`src/rtl/led_bin_display_pkg.sv`:
```
`default_nettype none
// ============================================================================
// Module   : led_bin_display_pkg
// Brief    : Shared types, LED bit positions and defaults for led_bin_display.
// Revision : 1.0
// ============================================================================
package led_bin_display_pkg;

    typedef logic [3:0] nibble_t;

    localparam int LED1_IDX = 0;
    localparam int LED2_IDX = 1;
    localparam int LED4_IDX = 2;
    localparam int LED8_IDX = 3;

    localparam int DEF_STABLE_CYCLES = 2;
    localparam int DEF_PWM_WIDTH     = 4;

endpackage
`default_nettype wire

```
`src/rtl/led_bin_stability_filter.sv`:
```
`default_nettype none
// ============================================================================
// Module   : led_bin_stability_filter
// Brief    : Two-flop synchronizer followed by a stable-for-N-samples filter.
// Revision : 1.0
// ============================================================================
module led_bin_stability_filter
    import led_bin_display_pkg::*;
#(
    parameter int WIDTH         = 4,
    parameter int STABLE_CYCLES = DEF_STABLE_CYCLES
) (
    input  logic             clock,
    input  logic             reset_n,
    input  logic [WIDTH-1:0] din,
    output logic [WIDTH-1:0] disp
);

    localparam logic [7:0] C_LAST = 8'(STABLE_CYCLES - 1);

    logic [WIDTH-1:0] r_s1;
    logic [WIDTH-1:0] r_s2;
    logic [WIDTH-1:0] r_cand;
    logic [WIDTH-1:0] r_disp;
    logic [7:0]       r_cnt;

    always_ff @(posedge clock or negedge reset_n) begin
        if (!reset_n) begin
            r_s1   <= '0;
            r_s2   <= '0;
            r_cand <= '0;
            r_disp <= '0;
            r_cnt  <= 8'd0;
        end else begin
            r_s1 <= din;
            r_s2 <= r_s1;
            if (r_s2 != r_cand) begin
                r_cand <= r_s2;
                r_cnt  <= 8'd0;
            end else if (r_cnt == C_LAST) begin
                // Counter parks here; reloading the same value is a no-op.
                r_disp <= r_cand;
            end else begin
                r_cnt <= r_cnt + 8'd1;
            end
        end
    end

    assign disp = r_disp;

endmodule
`default_nettype wire

```
`src/rtl/led_bin_display.sv`:
```
`default_nettype none
// ============================================================================
// Module   : led_bin_display
// Brief    : Debounced 4-bit value shown on weighted LEDs with PWM dimming.
// Revision : 1.0
// ============================================================================
module led_bin_display
    import led_bin_display_pkg::*;
#(
    parameter int STABLE_CYCLES  = DEF_STABLE_CYCLES,
    parameter int PWM_WIDTH      = DEF_PWM_WIDTH,
    parameter int DUTY           = 16,
    parameter bit LED_ACTIVE_LOW = 1'b0
) (
    input  logic    clock,
    input  logic    reset_n,
    input  nibble_t binNumber,
    output logic    led1,
    output logic    led2,
    output logic    led4,
    output logic    led8
);

    // One extra bit so DUTY == 2**PWM_WIDTH compares as always-on.
    localparam logic [PWM_WIDTH:0]   C_DUTY    = (PWM_WIDTH + 1)'(DUTY);
    localparam logic [PWM_WIDTH-1:0] C_PWM_ONE = PWM_WIDTH'(1);
    localparam nibble_t              C_POL     = LED_ACTIVE_LOW ? 4'hF : 4'h0;

    nibble_t              w_disp;
    nibble_t              w_lit;
    nibble_t              w_out;
    logic                 w_pwm_on;
    logic [PWM_WIDTH-1:0] r_pwm_cnt;

    led_bin_stability_filter #(
        .WIDTH         (4),
        .STABLE_CYCLES (STABLE_CYCLES)
    ) u_filter (
        .clock   (clock),
        .reset_n (reset_n),
        .din     (binNumber),
        .disp    (w_disp)
    );

    always_ff @(posedge clock or negedge reset_n) begin
        if (!reset_n) begin
            r_pwm_cnt <= '0;
        end else begin
            r_pwm_cnt <= r_pwm_cnt + C_PWM_ONE;
        end
    end

    assign w_pwm_on = ({1'b0, r_pwm_cnt} < C_DUTY);
    assign w_lit    = w_disp & {4{w_pwm_on}};
    assign w_out    = w_lit ^ C_POL;

    assign led1 = w_out[LED1_IDX];
    assign led2 = w_out[LED2_IDX];
    assign led4 = w_out[LED4_IDX];
    assign led8 = w_out[LED8_IDX];

endmodule
`default_nettype wire

```
`config.mk`:
```
export PLATFORM = sky130hd
export DESIGN_NAME = led_bin_display
export DESIGN_NICKNAME = d
export VERILOG_FILES = /design/src/rtl/led_bin_display_pkg.sv /design/src/rtl/led_bin_stability_filter.sv /design/src/rtl/led_bin_display.sv
export SDC_FILE = /design/constraint.sdc
export NUM_CORES = 1
export LEC_CHECK = 0
export CAP_MARGIN = 20
export CORE_MARGIN = 4
export CORE_UTILIZATION = 57
export DETAILED_ROUTE_END_ITERATION = 10
export GPL_TIMING_DRIVEN = 0
export MAX_ROUTING_LAYER = met4
export PLACE_DENSITY_LB_ADDON = 0.1
export RECOVER_POWER = 50
export SYNTH_ARGS = -nofsm -noshare
export SYNTH_HDL_FRONTEND = slang
export SYNTH_HIERARCHICAL = 1
export SYNTH_SLANG_ARGS = --single-unit
export TNS_END_PERCENT = 100
```
`constraint.sdc`:
```
create_clock -name clock -period 3.8 [get_ports clock]
set_input_delay 0.76 -clock clock [delete_from_list [all_inputs] [get_ports clock]]
set_output_delay 0.76 -clock clock [all_outputs]
set_load 0.1 [all_outputs]
```
==> summary.txt, run 1 <==
Vias: 501
Flops & latches, synth: 24
Unrepaired setup endpoints after global routing: false
I/O pins: 10
Status: complete, no violations
Drt drc: 0
DR pass1 iterations: 3
Hold Crit Class: reg -> reg
Share of cells above drive strength 1: 16.0%
Slew HR: 33.0%
P per Cell Area: 487 nW/um2
Post-Synthesis Net Count: 75
CTS Buffer Depth: 2
Leakage power: 0.506 nW
First-pass GRT wire length: 2.30 mm
Die height: 49.0 um
Pin slew with the least headroom to its limit: 1.00 ns
Starting density of the core: 62.3%
Post-Syn Area per Cell: 14.3 um2
Post-CTS Setup Bufs: 0
Critical Path Fanout Max: 2
CTS Hold Bufs: 0
Design Power: 548 uW
Routed wire length: 1.31 mm
Largest stage delay, worst path: 1.14 ns
CTS tree: built
Largest area contributor in the netlist: dfrtp_1
Final core occ: 73.1%
Number of global-route vias before repair: 486
Synth unique cells: 18
Crit. Startpoint: u_filter/disp[3]
Seq/Total Area, Yosys: 62.6%
Global route total overflow: 0
CP max-delay cell: clkdlybuf4s50_1
Critical setup path kind: reg -> out
FF-to-FF path depth: 6
Most frequent cells in the layout: dfrtp_1 (24), nor2_1 (8), xnor2_1 (7)
Cells after synthesis: 67
Fin crit share: 68.4%
Remaining antenna violation count: 0
Die W: 49.0 um
Clk_lat worst skew: 0.31 ns
Critical Path RT: 3.04 ns
Overall routing resource usage: 12.9%
CTS sink cnt: 24
Slew Viols, Final: 0
Placed Instances: 92
Critical Path Stages: 1
Root Driver: clkbuf_4
Finished Layout Cells: 97
Clk slew on worst S/H paths: 0.13 ns
IO Port Bufs: 9
Final setup vio count: 0
Final setup TNS: 0 ns
H-tree depth: 1
Largest net degree at the start of global routing: 25
Die area: 2400 um2
Final HPWL DP: 907 um
PostCTS Resize Cnt: 0
Placer Congestion: 0.773
Area growth from synthesis to layout: 17.3%
R2r setup slk: 2.25 ns
CP Launch Type: flop
Row count: 14
CP cell instances: clkdlybuf4s50_1
CTS Buf Count: 3
Antenna Cells: 0
Crit end category: primary output
Routed WL per cell: 13.5 um
FF-to-FF End: u_filter/disp[3]
CP delay by family, top: buffers and inverters
Critical path endpoint: led8
Synth warnings: 6
Tmin final: 2.60 ns
Number of DRC markers in iteration 0: 6
Final Hold Viols: 0
Final nets: 90
Commonest non-fill, non-tap cell in the layout: dfrtp_1
Mapped cell area: 960 um2
Vias per cell: 5.16
Arrival time worst endpoint: 1.84 ns
Synth area leaders: dfrtp_1 (63%), xnor2_1 (6.4%), mux2_4 (6.3%), xor2_1 (3.7%), nor2_1 (3.1%)
Reg2Reg Launch Point: u_filter/r_cnt[1]
Clock skew: 0.0108 ns
Initial antenna violation count: 0
Maximum clock rate: 0.385 GHz
Core Box Area: 1540 um2
Max-cap viol count: 0
Worst path bufs/invs: 1
Synth top area share: 62.6%
Peak supply drop: 331 uV
[area by class of cell]
type,count,area [um2]
Buffer,4,15.0
Clock buffer,3,22.5
Clock inverter,1,30.0
Fill cell,120,415
Inverter,1,3.75
Multi-Input combinational cell,38,340
Sequential cell,24,601
Tap cell,16,20.0
Timing Repair Buffer,10,93.8
[per-layer routing]
metal / wire, um / vias to the layer above / track usage (%)
met4: 12 / 0 / 6.73
met3: 54 / 2 / 3.06
met2: 549 / 10 / 17.0
met5: 0 / - / -
met1: 697 / 245 / 18.4
li1: - / 244 / -
[cells in the mapped netlist, drive strengths merged]
| cell type | instances |
|---|---|
| mux2 | 4 |
| nor3 | 1 |
| nor2 | 9 |
| inv | 1 |
| xor2 | 4 |
| nor4b | 1 |
| nand2b | 1 |
| ha | 2 |
| dfrtp | 24 |
| and3 | 2 |
| clkbuf | 4 |
| nand3 | 4 |
| a211oi | 1 |
| nand2 | 1 |
| nand4 | 1 |
| xnor2 | 7 |
[how the worst min path moves through the flow]
stage                     slack, ns  cells past startpoint                to             start
after global placement         0.33                      0  u_filter/r_s2[1]  u_filter/r_s1[1]
after CTS                      0.37                      0  u_filter/r_s2[1]  u_filter/r_s1[1]
after detailed placement       0.34                      0  u_filter/r_s2[1]  u_filter/r_s1[1]
final                          0.36                      0  u_filter/r_s2[1]  u_filter/r_s1[1]
after floorplan                0.33                      0  u_filter/r_s2[0]  u_filter/r_s1[0]
after global routing           0.38                      0  u_filter/r_s2[2]  u_filter/r_s1[2]
[through the flow]
stage               worst slack, ns  hold slack [ns]  area (um2)
floorplan                      2.14            0.331         960
global placement               1.58            0.332        1070
detailed placement             1.55            0.336        1070
CTS                            1.18            0.366        1120
global route                   1.12            0.376        1130
finish                         1.20            0.363        1130
[report_power, final]
| part | internal (mW) | switching (mW) |
|---|---|---|
| registers | 0.268 | 0.00797 |
| logic | 0.0283 | 0.0626 |
| clock network | 0.107 | 0.0740 |
| total | 0.403 | 0.145 |
[state kept, by name, indices dropped and copies added (netlist names)]
register / count
u_filter/r_s1: 4
u_filter/r_cnt: 8
u_filter/disp: 4
u_filter/r_cand: 4
u_filter/r_s2: 4
[logic make-up after synthesis]
| kind of cell | synth area share, % |
|---|---|
| muxes | 6.26 |
| adders and majority gates | 2.61 |
| DFF | 62.6 |
| xor gates and xnor gates | 10.0 |
| and+or+nand+nor | 15.8 |
| buffers and inverters | 1.95 |
| AOI/OAI and AO/OA | 0.783 |
Power figures use the tool's default switching activity.
==> inputs of run 2 (changes only) <==
--- a/config.mk
+++ b/config.mk
@@ -7,7 +7,7 @@
 export LEC_CHECK = 0
 export CAP_MARGIN = 20
 export CORE_MARGIN = 4
-export CORE_UTILIZATION = 57
+export CORE_UTILIZATION = 48
 export DETAILED_ROUTE_END_ITERATION = 10
 export GPL_TIMING_DRIVEN = 0
 export MAX_ROUTING_LAYER = met4
==> constraint.sdc (replaced) <==
create_clock -name clock -period 2.1 [get_ports clock]
set_input_delay 0.42 -clock clock [delete_from_list [all_inputs] [get_ports clock]]
set_output_delay 0.42 -clock clock [all_outputs]
set_load 0.1 [all_outputs]
==> run 2 against run 1 <==
Against the previous run:
- non-clock buffer count did not move
- flip-flop and latch count did not move
- sequential share of layout area rose by 1.2 points
- register-to-register slack got worse by 1.7 ns
==> summary.txt, run 2 (synthesis results as in run 1) <==
P per Cell Area: 769 nW/um2
IO Port Bufs: 9
Area growth from synthesis to layout: 14.9%
Row count: 15
Final Hold Viols: 0
H-tree depth: 1
Top reg by flops: u_filter/r_cnt
Status: complete, no violations
Crit end category: primary output
Combinational group share of total power: 18.4%
Peak supply drop: 510 uV
Fill cell count: 149
Antenna Cells: 0
Max reg flops: 8
Final setup TNS: 0 ns
Int Pwr: 596 uW
Global route total overflow: 0
Placer Congestion: 0.682
First-pass GRT wire length: 2.28 mm
Hold Crit Class: reg -> reg
Slew Viols, Final: 0
Leakage power: 0.509 nW
Clk_lat worst skew: 0.30 ns
Worst path bufs/invs: 1
Final non-filler cell area: 1100 um2
Critical setup path kind: reg -> out
Overall routing resource usage: 12.0%
Critical Path RT: 1.68 ns
Power share of the clock group: 22.8%
Initial antenna violation count: 0
Arrival time worst endpoint: 1.53 ns
CTS sink cnt: 24
CTS Buf Count: 3
Final nets: 90
Switching fraction of total power: 29.7%
Core Box Area: 1800 um2
Placed inst area: 1080 um2
Worst hold slack: 0.361 ns
CP cell instances: dlygate4sd2_1
Post-CTS Setup Bufs: 0
I/O pins: 10
Clk slew on worst S/H paths: 0.12 ns
Drt drc: 0
Root Driver: clkbuf_4
Largest stage delay, worst path: 0.86 ns
Pin slew with the least headroom to its limit: 0.957 ns
Most frequent cells in the layout: dfrtp_1 (24), nor2_1 (8), xnor2_1 (7)
Routed wire length: 1.24 mm
Clock skew: 0.00509 ns
CTS Buffer Depth: 2
Remaining antenna violation count: 0
Largest net degree at the start of global routing: 25
Multi-input gate area in the final layout: 340 um2
Share of cells above drive strength 1: 15.0%
Tmin final: 1.95 ns
Number of DRC markers in iteration 0: 7
Critical Path Fanout Max: 2
CP delay by family, top: buffers and inverters
Vias: 484
Final HPWL DP: 891 um
Routed WL per cell: 11.8 um
Die W: 52.7 um
Number of global-route vias before repair: 500
CTS tree: built
DR pass1 iterations: 4
Die height: 52.7 um
Sw Pwr: 252 uW
Max-cap viol count: 0
Vias per cell: 4.61
Seq pwr share: 58.8%
Commonest non-fill, non-tap cell in the layout: dfrtp_1
Maximum clock rate: 0.513 GHz
Die area: 2780 um2
Final setup vio count: 0
Unrepaired setup endpoints after global routing: false
Storage element area: 601 um2
CP max-delay cell: dlygate4sd2_1
Starting density of the core: 53.3%
Slew HR: 36.2%
CP Launch Type: flop
Fin crit share: 92.9%
[run 2: cell count changes in the layout (fill, tap and decap cells not counted), sizes merged]
cell	previous run	this run
clkdlybuf4s50	4	0
dlygate4sd2	0	4
bufinv	1	0
[run 2: per-layer routing]
metal | track usage [%] | wire, um
met1 | 15.9 | 652
met2 | 17.1 | 517
met3 | 3.42 | 60
met4 | 5.11 | 12
met5 | - | 0
[run 2: timing repair]
item / in CTS / in global routing
gates resized for setup: 4 / 0
endpoints found under the setup margin: 4 / 0
hold buffers: 0 / 0
[run 2: power groups by stage]
| stage | logic (mW) | registers [mW] | clock network (mW) |
|---|---|---|---|
| floorplan | 0.0432 | 0.586 | 0 |
| global route | 0.163 | 0.503 | 0.224 |
| CTS | 0.159 | 0.500 | 0.197 |
| finish | 0.156 | 0.499 | 0.193 |
| detailed placement | 0.167 | 0.509 | 0 |
| global placement | 0.166 | 0.508 | 0 |
[run 2: path summary, 6_finish.rpt]
check                                   from                to  slack, ns  cells after the start
hold / removal              u_filter/r_s1[1]  u_filter/r_s2[1]       0.36                      0
setup / recovery            u_filter/disp[1]              led2       0.15                      1
max in group asynchronous            reset_n  u_filter/r_s1[0]       0.52                      2
min in group asynchronous            reset_n  u_filter/disp[1]       0.42                      1
hold reg to reg             u_filter/r_s1[1]  u_filter/r_s2[1]       0.36                      0
setup reg to reg           u_filter/r_cnt[1]  u_filter/disp[2]       0.55                      6
[run 2: area by class of cell]
| type | count | share of cell area, % |
|---|---|---|
| well taps | 25 | 2.84 |
| flip-flops and latches | 24 | 54.5 |
| plain buffers | 4 | 1.36 |
| inverters | 1 | 0.341 |
| repair buffers | 10 | 8.06 |
| multi-input cells | 38 | 30.9 |
| clock buffers | 3 | 2.04 |
[run 2: worst reg2reg max path, delay by kind of cell, from the launching register on]
family	cells	cell delay, ns
buf+inv	1	0.07
fa+ha+maj	1	0.14
flops	1	0.43
simple gates	3	0.51
mux	1	0.31
[run 2: per-stage QoR]
stage          std cells  setup WS, ns  util [%]  total power [mW]
2_1_floorplan         67         0.647         -             0.629
3_3_place_gp         101         0.214      60.0             0.673
3_5_place_dp         101         0.203      60.0             0.676
4_1_cts              104         0.132      61.0             0.856
5_1_grt              105        0.0797      61.2             0.891
6_report             105         0.149      61.2             0.848
==> inputs of run 3 (changes only) <==
--- a/config.mk
+++ b/config.mk
@@ -6,6 +6,7 @@
 export NUM_CORES = 1
 export LEC_CHECK = 0
 export CAP_MARGIN = 20
+export CORE_ASPECT_RATIO = 0.7
 export CORE_MARGIN = 4
 export CORE_UTILIZATION = 48
 export DETAILED_ROUTE_END_ITERATION = 10
==> run 3 against run 2 <==
Against the previous run:
- die area rose by 0.41%
- maximum frequency fell by 0.17%
- non-clock buffer count did not move
- largest cell class unchanged
- clock skew shrank 0.0013 ns
- flip-flop and latch count unchanged
- via count increased by 2.3%
- combinational power about the same
- cell count shrank 1.9%
- routed wire length increased by 8.6%
- register-to-register slack lost 0.02 ns
==> summary.txt, run 3 (synthesis results as in run 1) <==
Final setup vio count: 0
First-pass GRT wire length: 2.26 mm
Maximum clock rate: 0.512 GHz
Row count: 13
Drt drc: 0
Clock skew: 0.00375 ns
Reg2Reg Launch Point: u_filter/r_cnt[1]
Number of DRC markers in iteration 0: 13
PostCTS Resize Cnt: 4
Placed inst area: 1080 um2
Antenna Cells: 0
Worst path bufs/invs: 1
Critical Path Fanout Max: 2
Final HPWL DP: 941 um
I/O pins: 10
Pin slew with the least headroom to its limit: 1.08 ns
P per Cell Area: 872 nW/um2
Worst hold slack: 0.352 ns
Int Pwr: 722 uW
CTS Hold Bufs: 0
Combinational group share of total power: 16.0%
Leakage power: 0.523 nW
Routed WL per cell: 13.1 um
Sw Pwr: 262 uW
R2r setup slk: 0.53 ns
Power share of the clock group: 33.3%
Slew HR: 28.2%
Largest net degree at the start of global routing: 25
IO Port Bufs: 9
Critical path endpoint: led8
Switching fraction of total power: 26.6%
Top Metal Used: met4
Die W: 61.4 um
CP Launch Type: flop
Final Hold Viols: 0
Share of cells above drive strength 1: 16.0%
Top reg by flops: u_filter/r_cnt
Clk_lat worst skew: 0.31 ns
Critical setup path kind: reg -> out
Commonest non-fill, non-tap cell in the layout: dfrtp_1
Routed wire length: 1.35 mm
Overall routing resource usage: 12.3%
Hold Crit Class: in -> async
Placed Instances: 98
CTS Buf Count: 3
CP delay by family, top: buffers and inverters
M1 wire length: 715 um
Tmin final: 1.95 ns
Crit end category: primary output
Root Driver: clkbuf_4
Critical Path Stages: 1
Remaining antenna violation count: 0
Status: complete, no violations
Starting density of the core: 51.3%
DR pass1 iterations: 4
Slew Viols, Final: 0
Final nets: 90
Die height: 45.4 um
Core Box Area: 1870 um2
CTS tree: built
CP max-delay cell: dlygate4sd2_1
Arrival time worst endpoint: 1.53 ns
Max reg flops: 8
Fin crit share: 93.1%
FF-to-FF path depth: 6
Design Power: 984 uW
CTS Buffer Depth: 2
Unrepaired setup endpoints after global routing: false
Critical Path RT: 1.68 ns
Most frequent cells in the layout: dfrtp_1 (24), nor2_1 (8), xnor2_1 (7)
Die area: 2790 um2
Met2 wire length: 519 um
FF-to-FF End: u_filter/disp[2]
Post-CTS Setup Bufs: 0
Final setup TNS: 0 ns
Vias: 495
Number of global-route vias before repair: 481
CP cell instances: dlygate4sd2_1
Placer Congestion: 0.788
Peak supply drop: 551 uV
CTS sink cnt: 24
Crit. Startpoint: u_filter/disp[3]
Seq pwr share: 50.7%
Vias per cell: 4.81
WL met3: 103 um
Max-cap viol count: 0
Clk slew on worst S/H paths: 0.13 ns
Final non-filler cell area: 1130 um2
Largest stage delay, worst path: 0.85 ns
Finished Layout Cells: 103
Initial antenna violation count: 0
H-tree depth: 1
Global route total overflow: 0
Area growth from synthesis to layout: 17.6%
==> run 3: cell count changes in the layout (fill, tap and decap cells not counted), sizes merged <==
cell    previous run  this run
bufinv             0         1
==> run 3: layout make-up <==
cell class	count	area [um2]
fillers	159	742
plain buffers	4	15.0
flip-flops and latches	24	601
multi-input cells	38	340
clock inverters	1	30.0
inverters	1	3.75
repair buffers	10	88.8
clock buffers	3	22.5
well taps	22	27.5
==> run 3: worst min path at each step <==
stage                          start                 to  slack, ns
global placement    u_filter/r_s1[2]   u_filter/r_s2[2]       0.33
floorplan                    reset_n   u_filter/disp[0]       0.12
finish                       reset_n  u_filter/r_cnt[0]       0.35
detailed placement  u_filter/r_s1[3]   u_filter/r_s2[3]       0.34
CTS                 u_filter/r_s1[3]   u_filter/r_s2[3]       0.37
global route                 reset_n  u_filter/r_cnt[0]       0.34
==> run 3: per-layer routing <==
| layer | track usage [%] | vias up |
|---|---|---|
| met5 | - | - |
| met4 | 5.08 | 0 |
| met3 | 5.95 | 2 |
| met2 | 14.8 | 12 |
| met1 | 17.3 | 237 |
| li1 | - | 244 |
==> run 3: power by group through the flow <==
stage	clock network (mW)	registers, mW	logic [mW]
floorplan	0	0.586	0.0432
global placement	0	0.508	0.166
detailed placement	0	0.509	0.168
CTS	0.337	0.499	0.161
global route	0.361	0.502	0.165
finish	0.328	0.498	0.157
==> run 3: metrics by stage <==
step	setup slack, ns	util [%]
5_1_grt	0.0575	60.3
6_report	0.146	60.3
3_5_place_dp	0.207	57.6
2_1_floorplan	0.647	-
4_1_cts	0.119	60.1
3_3_place_gp	0.217	57.6
==> edit, RTL diff (flow settings as in run 1) <==
Set the package constant `DEF_PWM_WIDTH` to 5 (it was 4).
--- a/src/rtl/led_bin_display_pkg.sv
+++ b/src/rtl/led_bin_display_pkg.sv
@@ -14,7 +14,7 @@
     localparam int LED8_IDX = 3;
 
     localparam int DEF_STABLE_CYCLES = 2;
-    localparam int DEF_PWM_WIDTH     = 4;
+    localparam int DEF_PWM_WIDTH     = 5;
 
 endpackage
 `default_nettype wire
Function: same outputs for any inputs over 10 cycles, from zero or initial values and one cycle with reset_n low; that may be too few to reach the edited logic, so the function may still have changed.
==> edit against run 1 <==
Sequential cell count grew 5. Final area increased by 21%. Maximum frequency down 6.2%. Hold slack lost 0.0062 ns. Setup slack got worse by 0.17 ns. Synthesized cell count rose by 24%. Routed wire length grew 34%. Area after synthesis is 21% higher.
Power is not compared: it rests on default switching activity, and its combinational part moved more than twofold at a synthesized area within 25%.
==> edit: results (changes against run 1) <==
Layout Nets 109 (+21%); relative slew slack 0.275 (-0.0556); top cells by area, synth dfrtp_1 (62%), xnor2_1 (6.8%), mux2_4 (5.2%); WP data arrival 2.01 ns (+0.17 ns); clock skew 0.0119 ns (+0.00113 ns); Global Route Usage Sum 0.172 (+0.0430); vias per std cell 4.87 (-5.8%); Setup Buffers After CTS 0 (unchanged); Post-synth top cells dfrtp_1 (29), xnor2_1 (9), nor2_1 (8), nand3_1 (6), xor2_1 (5); met3 usage 0.0761 (+0.0455); layout cells sized above 1 0.158 (-0.00208); placed wire-length estimate 1250 µm (+37%); status complete, no violations; worst setup path start r_pwm_cnt[4]; net count after synthesis 92 (+23%); r2r startpoint u_filter/r_s2[3]; DR WL/cell 13.8 µm (+1.8%); reg-to-reg endpoint u_filter/disp[2]; clock-pin slew on the worst setup and hold paths 0.10 ns (-0.03 ns); r2r worst-path depth 4 (-2); register-to-register setup slack 2.02 ns (-0.23 ns); count of cells resized by post-cts repair 0 (unchanged); GP Congestion 0.824 (+6.6%); largest net degree at the start of global routing 22 (-12%); First-pass DRT Iterations 6 (+3); first-pass GRT wire length 3160 µm (+37%); Global Route met1 Usage 0.196 (+0.0114); Min Hold Slack 0.357 ns (-0.00620 ns); Cell variety after synth 19 (+1)
edit: changes by cell type after synthesis, sizes merged:
cell   before  now
xor2        4    5
nor2b       0    4
xnor2       7    9
nand3       4    6
dfrtp      24   29
inv         1    2
ha          2    3
edit: area by class of cell:
type / count / area, µm² / area share
Clock buffer: 6 / 51.3 / 0.0376
Timing Repair Buffer: 10 / 93.8 / 0.0688
Buffer: 4 / 15.0 / 0.0110
Multi-Input combinational cell: 48 / 399 / 0.293
Sequential cell: 29 / 726 / 0.532
Tap cell: 27 / 33.8 / 0.0248
Inverter: 2 / 7.51 / 0.00550
Clock inverter: 2 / 37.5 / 0.0275
edit: worst max-delay path, stage by stage, from the launching register on:
cell and delay [ns]:
dfrtp_1 0.44, nor2b_1 0.13, clkdlybuf4s50_1 1.14
edit: kinds of logic (layout without fill, tap and decap cells):
kind of cell / after synthesis / in the layout / share of synthesized area
multiplexers: 4 / 4 / 0.0517
XOR/XNOR: 14 / 14 / 0.105
AND/OR/NAND/NOR: 26 / 26 / 0.160
AO/OA/AOI/OAI: 1 / 1 / 0.00646
flip-flops: 29 / 29 / 0.624
adder cells (fa/ha/maj): 3 / 3 / 0.0323
buffers and inverters: 6 / 24 / 0.0194
edit: routing by layer:
metal	vias up	routed length [µm]
li1	302	-
met1	305	779
met2	12	867
met3	4	89
met4	0	29
met5	-	0
edit: report_power, final:
part | internal [mW] | switching, mW
Clock | 0.156 | 0.106
Combinational | 0.0196 | 0.0155
Sequential | 0.321 | 0.00787
Total | 0.497 | 0.129
edit: through the flow:
step	utilization	area (µm²)	std cells	worst slack, ns
after floorplan	-	1160	83	1.29
after global placement	0.662	1290	119	1.37
after detailed placement	0.677	1310	120	1.37
after CTS	0.722	1400	128	0.995
after global routing	0.702	1360	128	0.897
final	0.702	1360	128	1.03
edit: how the worst max path moves through the flow:
stage | endpoint | slack, ns | cells past startpoint
floorplan | led1 | 1.29 | 1
global placement | led1 | 1.37 | 2
detailed placement | led1 | 1.37 | 2
CTS | led4 | 1.0 | 2
global route | led8 | 0.90 | 2
finish | led4 | 1.03 | 2
